### src/rtl/gb_cpu_alu16_seq_if.sv
// Shared types for the 16-bit ALU sequencer and its request/response bus.
// The same bus carries the decode-side request and the 16-bit result back.
package gb_cpu_alu16_pkg;
    typedef enum logic [3:0] {
        ALU_NOP, ALU_ADD, ALU_ADC, ALU_SUB, ALU_SBC, ALU_AND, ALU_XOR, ALU_OR, ALU_CP
    } alu_opcode_t;

    typedef struct packed {
        logic z;
        logic n;
        logic h;
        logic c;
    } alu_flags_t;

    typedef struct packed {
        alu_opcode_t opcode;
        logic [7:0]  operand_a;
        logic [7:0]  operand_b;
    } alu_instruction_t;

    localparam logic [1:0] OP_ADD_HL = 2'd0;
    localparam logic [1:0] OP_ADD_SP = 2'd1;
    localparam logic [1:0] OP_INC16  = 2'd2;
    localparam logic [1:0] OP_DEC16  = 2'd3;
endpackage

interface gb_cpu_alu16_seq_if;
    import gb_cpu_alu16_pkg::*;

    logic        req_valid;
    logic        req_ready;
    logic [1:0]  req_op;
    logic [15:0] req_a;
    logic [15:0] req_b;
    alu_flags_t  flags_in;
    logic        rsp_valid;
    logic        rsp_ready;
    logic [15:0] rsp_result;
    alu_flags_t  rsp_flags;

    modport master (
        output req_valid, req_op, req_a, req_b, flags_in, rsp_ready,
        input  req_ready, rsp_valid, rsp_result, rsp_flags
    );

    modport slave (
        input  req_valid, req_op, req_a, req_b, flags_in, rsp_ready,
        output req_ready, rsp_valid, rsp_result, rsp_flags
    );
endinterface

### src/rtl/gb_cpu_alu16_seq.sv
// Two-pass 16-bit arithmetic on the shared 8-bit ALU (low ADD, high ADC).
// Define GB_CPU_ALU16_FASTINC_EN to run INC16/DEC16 on a local incrementer.
//
// state | meaning
// IDLE  | ready for a request, ALU gets NOP
// LO    | ALU computes low byte with ADD, carry-in 0
// HI    | ALU computes high byte with ADC, carry-in from LO
// DONE  | response valid, held until rsp_ready
module gb_cpu_alu16_seq
    import gb_cpu_alu16_pkg::*;
(
    input  logic              clk,
    input  logic              rst_n,
    gb_cpu_alu16_seq_if.slave bus,
    output alu_instruction_t  alu_instr_o,
    output alu_flags_t        alu_flags_o,
    input  logic [7:0]        alu_out_i,
    input  alu_flags_t        alu_flags_i
);
    typedef enum logic [1:0] {S_IDLE, S_LO, S_HI, S_DONE} state_t;

    state_t      state_q, state_d;
    logic [1:0]  op_q;
    logic [15:0] a_q, b_q;
    alu_flags_t  flags_q;
    logic [7:0]  lo_q, hi_q;
    logic        lo_h_q, lo_c_q, hi_h_q, hi_c_q;
    logic [15:0] fast_sum;
    logic        fast_op;
    logic        unused_flags;

    assign unused_flags = ^{alu_flags_i.z, alu_flags_i.n};

`ifdef GB_CPU_ALU16_FASTINC_EN
    localparam logic FAST_INC = 1'b1;
    assign fast_sum = (bus.req_op == OP_DEC16) ? bus.req_a - 16'd1 : bus.req_a + 16'd1;
`else
    localparam logic FAST_INC = 1'b0;
    assign fast_sum = 16'h0000;
`endif

    assign fast_op = FAST_INC && (bus.req_op == OP_INC16 || bus.req_op == OP_DEC16);

    always_ff @(posedge clk or negedge rst_n) begin
        if (!rst_n) begin
            state_q <= S_IDLE;
            op_q    <= 2'd0;
            a_q     <= 16'h0000;
            b_q     <= 16'h0000;
            flags_q <= '0;
            lo_q    <= 8'h00;
            hi_q    <= 8'h00;
            lo_h_q  <= 1'b0;
            lo_c_q  <= 1'b0;
            hi_h_q  <= 1'b0;
            hi_c_q  <= 1'b0;
        end else begin
            state_q <= state_d;
            case (state_q)
                S_IDLE: if (bus.req_valid) begin
                    op_q    <= bus.req_op;
                    a_q     <= bus.req_a;
                    b_q     <= bus.req_b;
                    flags_q <= bus.flags_in;
                    if (fast_op) {hi_q, lo_q} <= fast_sum;
                end
                S_LO: begin
                    lo_q   <= alu_out_i;
                    lo_h_q <= alu_flags_i.h;
                    lo_c_q <= alu_flags_i.c;
                end
                S_HI: begin
                    hi_q   <= alu_out_i;
                    hi_h_q <= alu_flags_i.h;
                    hi_c_q <= alu_flags_i.c;
                end
                default: ;
            endcase
        end
    end

    always_comb begin
        state_d     = state_q;
        alu_instr_o = '{opcode: ALU_NOP, operand_a: 8'h00, operand_b: 8'h00};
        alu_flags_o = flags_q;
        case (state_q)
            S_IDLE: if (bus.req_valid) state_d = fast_op ? S_DONE : S_LO;
            S_LO: begin
                state_d               = S_HI;
                alu_instr_o.opcode    = ALU_ADD;
                alu_instr_o.operand_a = a_q[7:0];
                case (op_q)
                    OP_INC16: alu_instr_o.operand_b = 8'h01;
                    OP_DEC16: alu_instr_o.operand_b = 8'hFF;
                    default:  alu_instr_o.operand_b = b_q[7:0];
                endcase
                alu_flags_o.c = 1'b0;
            end
            S_HI: begin
                state_d               = S_DONE;
                alu_instr_o.opcode    = ALU_ADC;
                alu_instr_o.operand_a = a_q[15:8];
                case (op_q)
                    OP_ADD_HL: alu_instr_o.operand_b = b_q[15:8];
                    OP_ADD_SP: alu_instr_o.operand_b = {8{b_q[7]}};
                    OP_INC16:  alu_instr_o.operand_b = 8'h00;
                    default:   alu_instr_o.operand_b = 8'hFF;
                endcase
                alu_flags_o.c = lo_c_q;
            end
            S_DONE: if (bus.rsp_ready) state_d = S_IDLE;
            default: state_d = S_IDLE;
        endcase
    end

    // ADD SP,e8 takes its flags from the low byte only; INC/DEC leave F untouched.
    always_comb begin
        case (op_q)
            OP_ADD_HL: bus.rsp_flags = '{z: flags_q.z, n: 1'b0, h: hi_h_q, c: hi_c_q};
            OP_ADD_SP: bus.rsp_flags = '{z: 1'b0, n: 1'b0, h: lo_h_q, c: lo_c_q};
            default:   bus.rsp_flags = flags_q;
        endcase
    end

    assign bus.req_ready  = (state_q == S_IDLE);
    assign bus.rsp_valid  = (state_q == S_DONE);
    assign bus.rsp_result = {hi_q, lo_q};
endmodule

### src/flat_wrapper.sv
// flat-port wrapper written by rule: the top's interface ports become plain ports
module gb_cpu_alu16_seq_flat import gb_cpu_alu16_pkg::*;
  (clk, rst_n, alu_instr_o, alu_flags_o, alu_out_i, alu_flags_i, bus_req_valid, bus_req_op, bus_req_a, bus_req_b, bus_flags_in, bus_rsp_ready, bus_req_ready, bus_rsp_valid, bus_rsp_result, bus_rsp_flags);
  gb_cpu_alu16_seq_if bus_i ();
  input  logic clk;
  input  logic rst_n;
  output alu_instruction_t alu_instr_o;
  output alu_flags_t alu_flags_o;
  input  logic [7:0] alu_out_i;
  input  alu_flags_t alu_flags_i;
  input wire logic [$bits(bus_i.req_valid)-1:0] bus_req_valid;
  input wire logic [$bits(bus_i.req_op)-1:0] bus_req_op;
  input wire logic [$bits(bus_i.req_a)-1:0] bus_req_a;
  input wire logic [$bits(bus_i.req_b)-1:0] bus_req_b;
  input wire logic [$bits(bus_i.flags_in)-1:0] bus_flags_in;
  input wire logic [$bits(bus_i.rsp_ready)-1:0] bus_rsp_ready;
  output wire logic [$bits(bus_i.req_ready)-1:0] bus_req_ready;
  output wire logic [$bits(bus_i.rsp_valid)-1:0] bus_rsp_valid;
  output wire logic [$bits(bus_i.rsp_result)-1:0] bus_rsp_result;
  output wire logic [$bits(bus_i.rsp_flags)-1:0] bus_rsp_flags;
  assign bus_i.req_valid = bus_req_valid;
  assign bus_i.req_op = bus_req_op;
  assign bus_i.req_a = bus_req_a;
  assign bus_i.req_b = bus_req_b;
  assign bus_i.flags_in = bus_flags_in;
  assign bus_i.rsp_ready = bus_rsp_ready;
  assign bus_req_ready = bus_i.req_ready;
  assign bus_rsp_valid = bus_i.rsp_valid;
  assign bus_rsp_result = bus_i.rsp_result;
  assign bus_rsp_flags = bus_i.rsp_flags;
  gb_cpu_alu16_seq u_core (.clk(clk), .rst_n(rst_n), .bus(bus_i), .alu_instr_o(alu_instr_o), .alu_flags_o(alu_flags_o), .alu_out_i(alu_out_i), .alu_flags_i(alu_flags_i));
endmodule
### config.mk
export PLATFORM = sky130hd
export DESIGN_NAME = gb_cpu_alu16_seq_flat
export DESIGN_NICKNAME = d
export VERILOG_FILES = /design/src/rtl/gb_cpu_alu16_seq_if.sv /design/src/rtl/gb_cpu_alu16_seq.sv /design/src/flat_wrapper.sv
export SDC_FILE = /design/constraint.sdc
export NUM_CORES = 1
export LEC_CHECK = 0
export ABC_CLOCK_PERIOD_IN_PS = 2090
export CAP_MARGIN = 0
export CORE_MARGIN = 2
export CORE_UTILIZATION = 45
export DETAILED_ROUTE_END_ITERATION = 10
export HOLD_SLACK_MARGIN = 0.12
export PLACE_DENSITY = 0.85
export SLEW_MARGIN = 30
export SYNTH_ARGS = -nofsm -noshare
export SYNTH_HDL_FRONTEND = slang
export SYNTH_SLANG_ARGS = --single-unit
### constraint.sdc
create_clock -name clk -period 2.09 [get_ports clk]
set_input_delay 0.5225 -clock clk [delete_from_list [all_inputs] [get_ports clk]]
set_output_delay 0.5225 -clock clk [all_outputs]
set_load 0.1 [all_outputs]
# Yosys cells after proc, flatten, opt, wreduce, memory -nomap -nowiden
# Cells that the tools add are included.
[word_totals]
elab_cells = 34
output_inout_bits = 46
inputBits = 54
register_bits = 60
[classes]
n_mux = 8
n_reduce_logical = 4
n_eq_ne = 8
[ops]
columns = ["operator", "n"]
rows = [
  ["18-bit one-hot mux with 2 select lines", 1],
  ["8-bit one-hot mux with 3 select lines", 1],
  ["8-bit one-hot mux with 2 select lines", 1],
  ["2-bit == test (second input constant)", 4],
  ["2-bit one-hot mux with 4 select lines", 1],
  ["4-bit one-hot mux with 2 select lines", 1],
  ["2-bit by 1-bit == test with 1-bit output (second input constant)", 2],
  ["2-bit logical NOT", 2],
  ["2-bit 2-to-1 mux", 2],
  ["2-bit != test (second input constant)", 2],
  ["2-bit AND reduction", 2],
  ["1-bit one-hot mux with 2 select lines", 1],
]

# Longest topological paths before layout
[logic_depth]
depth_word = 3
depth_mapped = 6
ltp_nobuf = 4

# Least setup slack after synthesis
# Ideal clock, no wire load.
[synth_timing]
kind = "register -> output"
startpoint = "register u_core.state_q[0]"
endpoint = "output alu_flags_o[0] (netlist name)"
required_ns = 1.567
slack_ns = -1.381
path_buffers = 0
stages_incl_launch_ff = 4
arrival_time_ns = 2.949
path_cell_list = "dfrtp_1 -> inv_1 -> ha_1 -> o21ai_0"
[synth_lines]
columns = ["item", "line_no", "rtl"]
rows = [
  ["start, declared", "gb_cpu_alu16_seq.sv:22", "state_t state_q, state_d;"],
  ["start signal, assigned", "gb_cpu_alu16_seq.sv:58", "state_q <= state_d;"],
  ["end, declared", "flat_wrapper.sv:8", "output alu_flags_t alu_flags_o;"],
]

==> metrics.cfg <==
[clocking]
postCtsHoldBufs=0
cts_tree=built
cts-root-buf=clkbuf_8
cts_buffers=9
clk_latency_ns=0.34
clk_path_buf_depth=2
htree_levels=3
clk_pin_slew_ns=0.07
cts.sinks=60

[status]
status=finished, violations left
violations=setup timing

[placement]
dpl_cell_area_um2=4330
port_buffers=95
place_congestion=0.760
dpl.hpwl_mm=4.73

[job]
drv_cap=0

[synth]
ys_seq_area_share_pct=52.7
synthSimpleGateAreaFrac_pct=5.23
yosysWarningCount=0
synth_fa_ha_area_share_pct=2.64
synth_compound_area_share_pct=7.21
synth-xor-area-share_pct=0
synth_area_um2=2850
yosys.cell_types.count=26
synth_cells=216
synth-seq-cells=60
synth.avg_cell_area_um2=13.2
synthMuxAreaShare_pct=26.6
synth_top_family_by_area=multiplexers

[routing]
drt_iter0_drc=73
vias_per_cell=5.17
ant_nets=0
num_vias=2097
first_pass_iters=4
routedWlPerCell_um=17.5
wl_mm=7.12
drc=0

[critical_path]
crit_path_end_kind=primary output
crit_type=flip-flop to primary output
arrival_ns=1.70
cp_max_fo=6
cp-start-kind=flip-flop
required_ns=1.57

[sta]
setup_viol=17
final-max-slew-violation-count=0
clock_skew_ns=0.0119
min_period_over_period_pct=107
finalWorstSetupSlack_ns=-0.136
fin_crit_ns=2.23
whs_ns=0.177
final_hold_viol_count=0
rsz0062_at_grt=true
fmax_mhz=449

[final_layout]
fillCellCount=332
fin_area_um2=4820
drive_above_1_share_pct=58.9
ff_latch_area_um2=1510
syn_to_final_growth_pct=69.2
nets=386
multi_input_area_um2=1550
diodes=0

[grt]
grt_pass1_vias=2180
grt_usage_pct=20.5
antenna_found_initial=0
grt_max_degree=61
grt_pass1_wl_mm=11.0
grt_overflow=0

[die]
dieWidth_um=83.6
dieArea_um2=6980
rows=28
fp.coreArea_um2=6030
die_height_um=83.6
io_pins=100
start_util_pct=47.3

[min_path]
hp-class=input pin to async pin

per-layer routing:
layer | GRT usage (%) | vias to the layer above | wire length, um
met4 | 10.6 | 0 | 194
met3 | 5.54 | 16 | 315
met1 | 24.2 | 1035 | 2920
li1 | - | 980 | -
met5 | 0 | - | 0
met2 | 34.4 | 66 | 3690
cells by family after synthesis:
group / Yosys count
mux: 61
buf+inv: 25
other cells: 1
flops: 60
fa+ha+maj: 6
compound gates: 33
simple gates: 30
timing repair:
action                                  CTS  global route
endpoints found under the hold margin     0             0
cloned                                    0             1
endpoints found under the setup margin   18            18
setup buffers                             6             5
pin swaps                                12             4
resized for setup                        25             9
area by class of cell:
class                   instances  area share, %
clock inverters                 4           1.45
multi-input cells             132           32.2
well taps                      75           1.95
repair buffers                117           29.0
clock buffers                  12           3.43
inverters                       6          0.779
flip-flops and latches         60           31.2
path summary, 6_finish.rpt:
kind	slack [ns]	depth (start not counted)	startpoint	endpoint
setup / recovery	-0.14	6	u_core.state_q[0]$_DFFE_PN0P_	alu_instr_o[0]
hold / removal	0.18	2	rst_n	u_core.hi_c_q$_DFFE_PN0N_
setup reg to reg	0.55	5	u_core.state_q[1]$_DFFE_PN0P_	u_core.lo_q[3]$_DFFE_PN0N_
hold reg to reg	0.51	1	u_core.hi_q[7]$_DFFE_PN0N_	u_core.hi_q[7]$_DFFE_PN0N_
max in group asynchronous	1.64	2	rst_n	u_core.state_q[1]$_DFFE_PN0P_
min in group clk	0.51	1	u_core.hi_q[7]$_DFFE_PN0N_	u_core.hi_q[7]$_DFFE_PN0N_
placed cells by master, fill, tap and decap left out, types with 3 or more instances in the layout:
cell type / netlist / routed
o21ai_2: 0 / 6
inv_1: 6 / 3
a22oi_2: 0 / 8
mux2_4: 20 / 20
clkbuf_8: 0 / 12
ha_4: 0 / 3
ha_1: 6 / 3
a31oi_4: 0 / 6
dfrtp_1: 60 / 57
buf_8: 0 / 3
nor2_4: 1 / 9
buf_4: 8 / 33
nor2b_1: 6 / 6
dfrtp_2: 0 / 3
nand3_2: 0 / 6
clkdlybuf4s50_1: 0 / 50
mux2_2: 38 / 38
mux2i_1: 3 / 3
buf_12: 0 / 28
a21oi_1: 5 / 5
flip-flops by register name, indices dropped and copies added, names as in the netlist:
name and cells:
u_core.state_q 2, u_core.hi_h_q 1, u_core.lo_q 8, u_core.a_q 16
u_core.b_q 16, u_core.flags_q 1, u_core.lo_c_q 1, u_core.hi_q 8
u_core.op_q 2, u_core.hi_c_q 1, u_core.alu_flags_o 3, u_core.lo_h_q 1
stage by stage:
stage | TNS [ns] | setup slack, ns | instances | util, %
finish | -1.78 | -0.136 | 406 | 79.9
global route | -2.93 | -0.201 | 406 | 79.9
CTS | -1.98 | -0.151 | 400 | 78.2
detailed placement | 0 | 0.0770 | 378 | 71.9
global placement | 0 | 0.115 | 378 | 71.9
floorplan | -1.54 | -0.396 | 217 | -
critical path, cell delays in order (launching register included):
cell     delay (ns)
dfrtp_1        0.39
inv_2          0.12
ha_4           0.20
buf_12         0.15
nand3_2        0.10
a31oi_4        0.22
buf_12         0.19
cells in the mapped netlist (all sizes together):
cell     n  area, um2
inv      6       22.5
a31oi    6       37.5
and2     2       12.5
conb     1       3.75
buf     18        129
dfrtp   60       1500
mux2    58        728
nor2b    6       37.5
nand3    7       35.0
a21boi   1       7.51
nand2    6       22.5
a22oi    8       60.1
nor2     9       41.3
a21oi    5       25.0
o21ai    9       45.0
mux2i    3       30.0
clkbuf   1       3.75
o32a     1       10.0
o21a     1       7.51
o22ai    2       12.5
ha       6       75.1
Power is left out: the tool's default activity adds up to more than one toggle a clock period on the data nets, which glitch-free logic cannot reach.
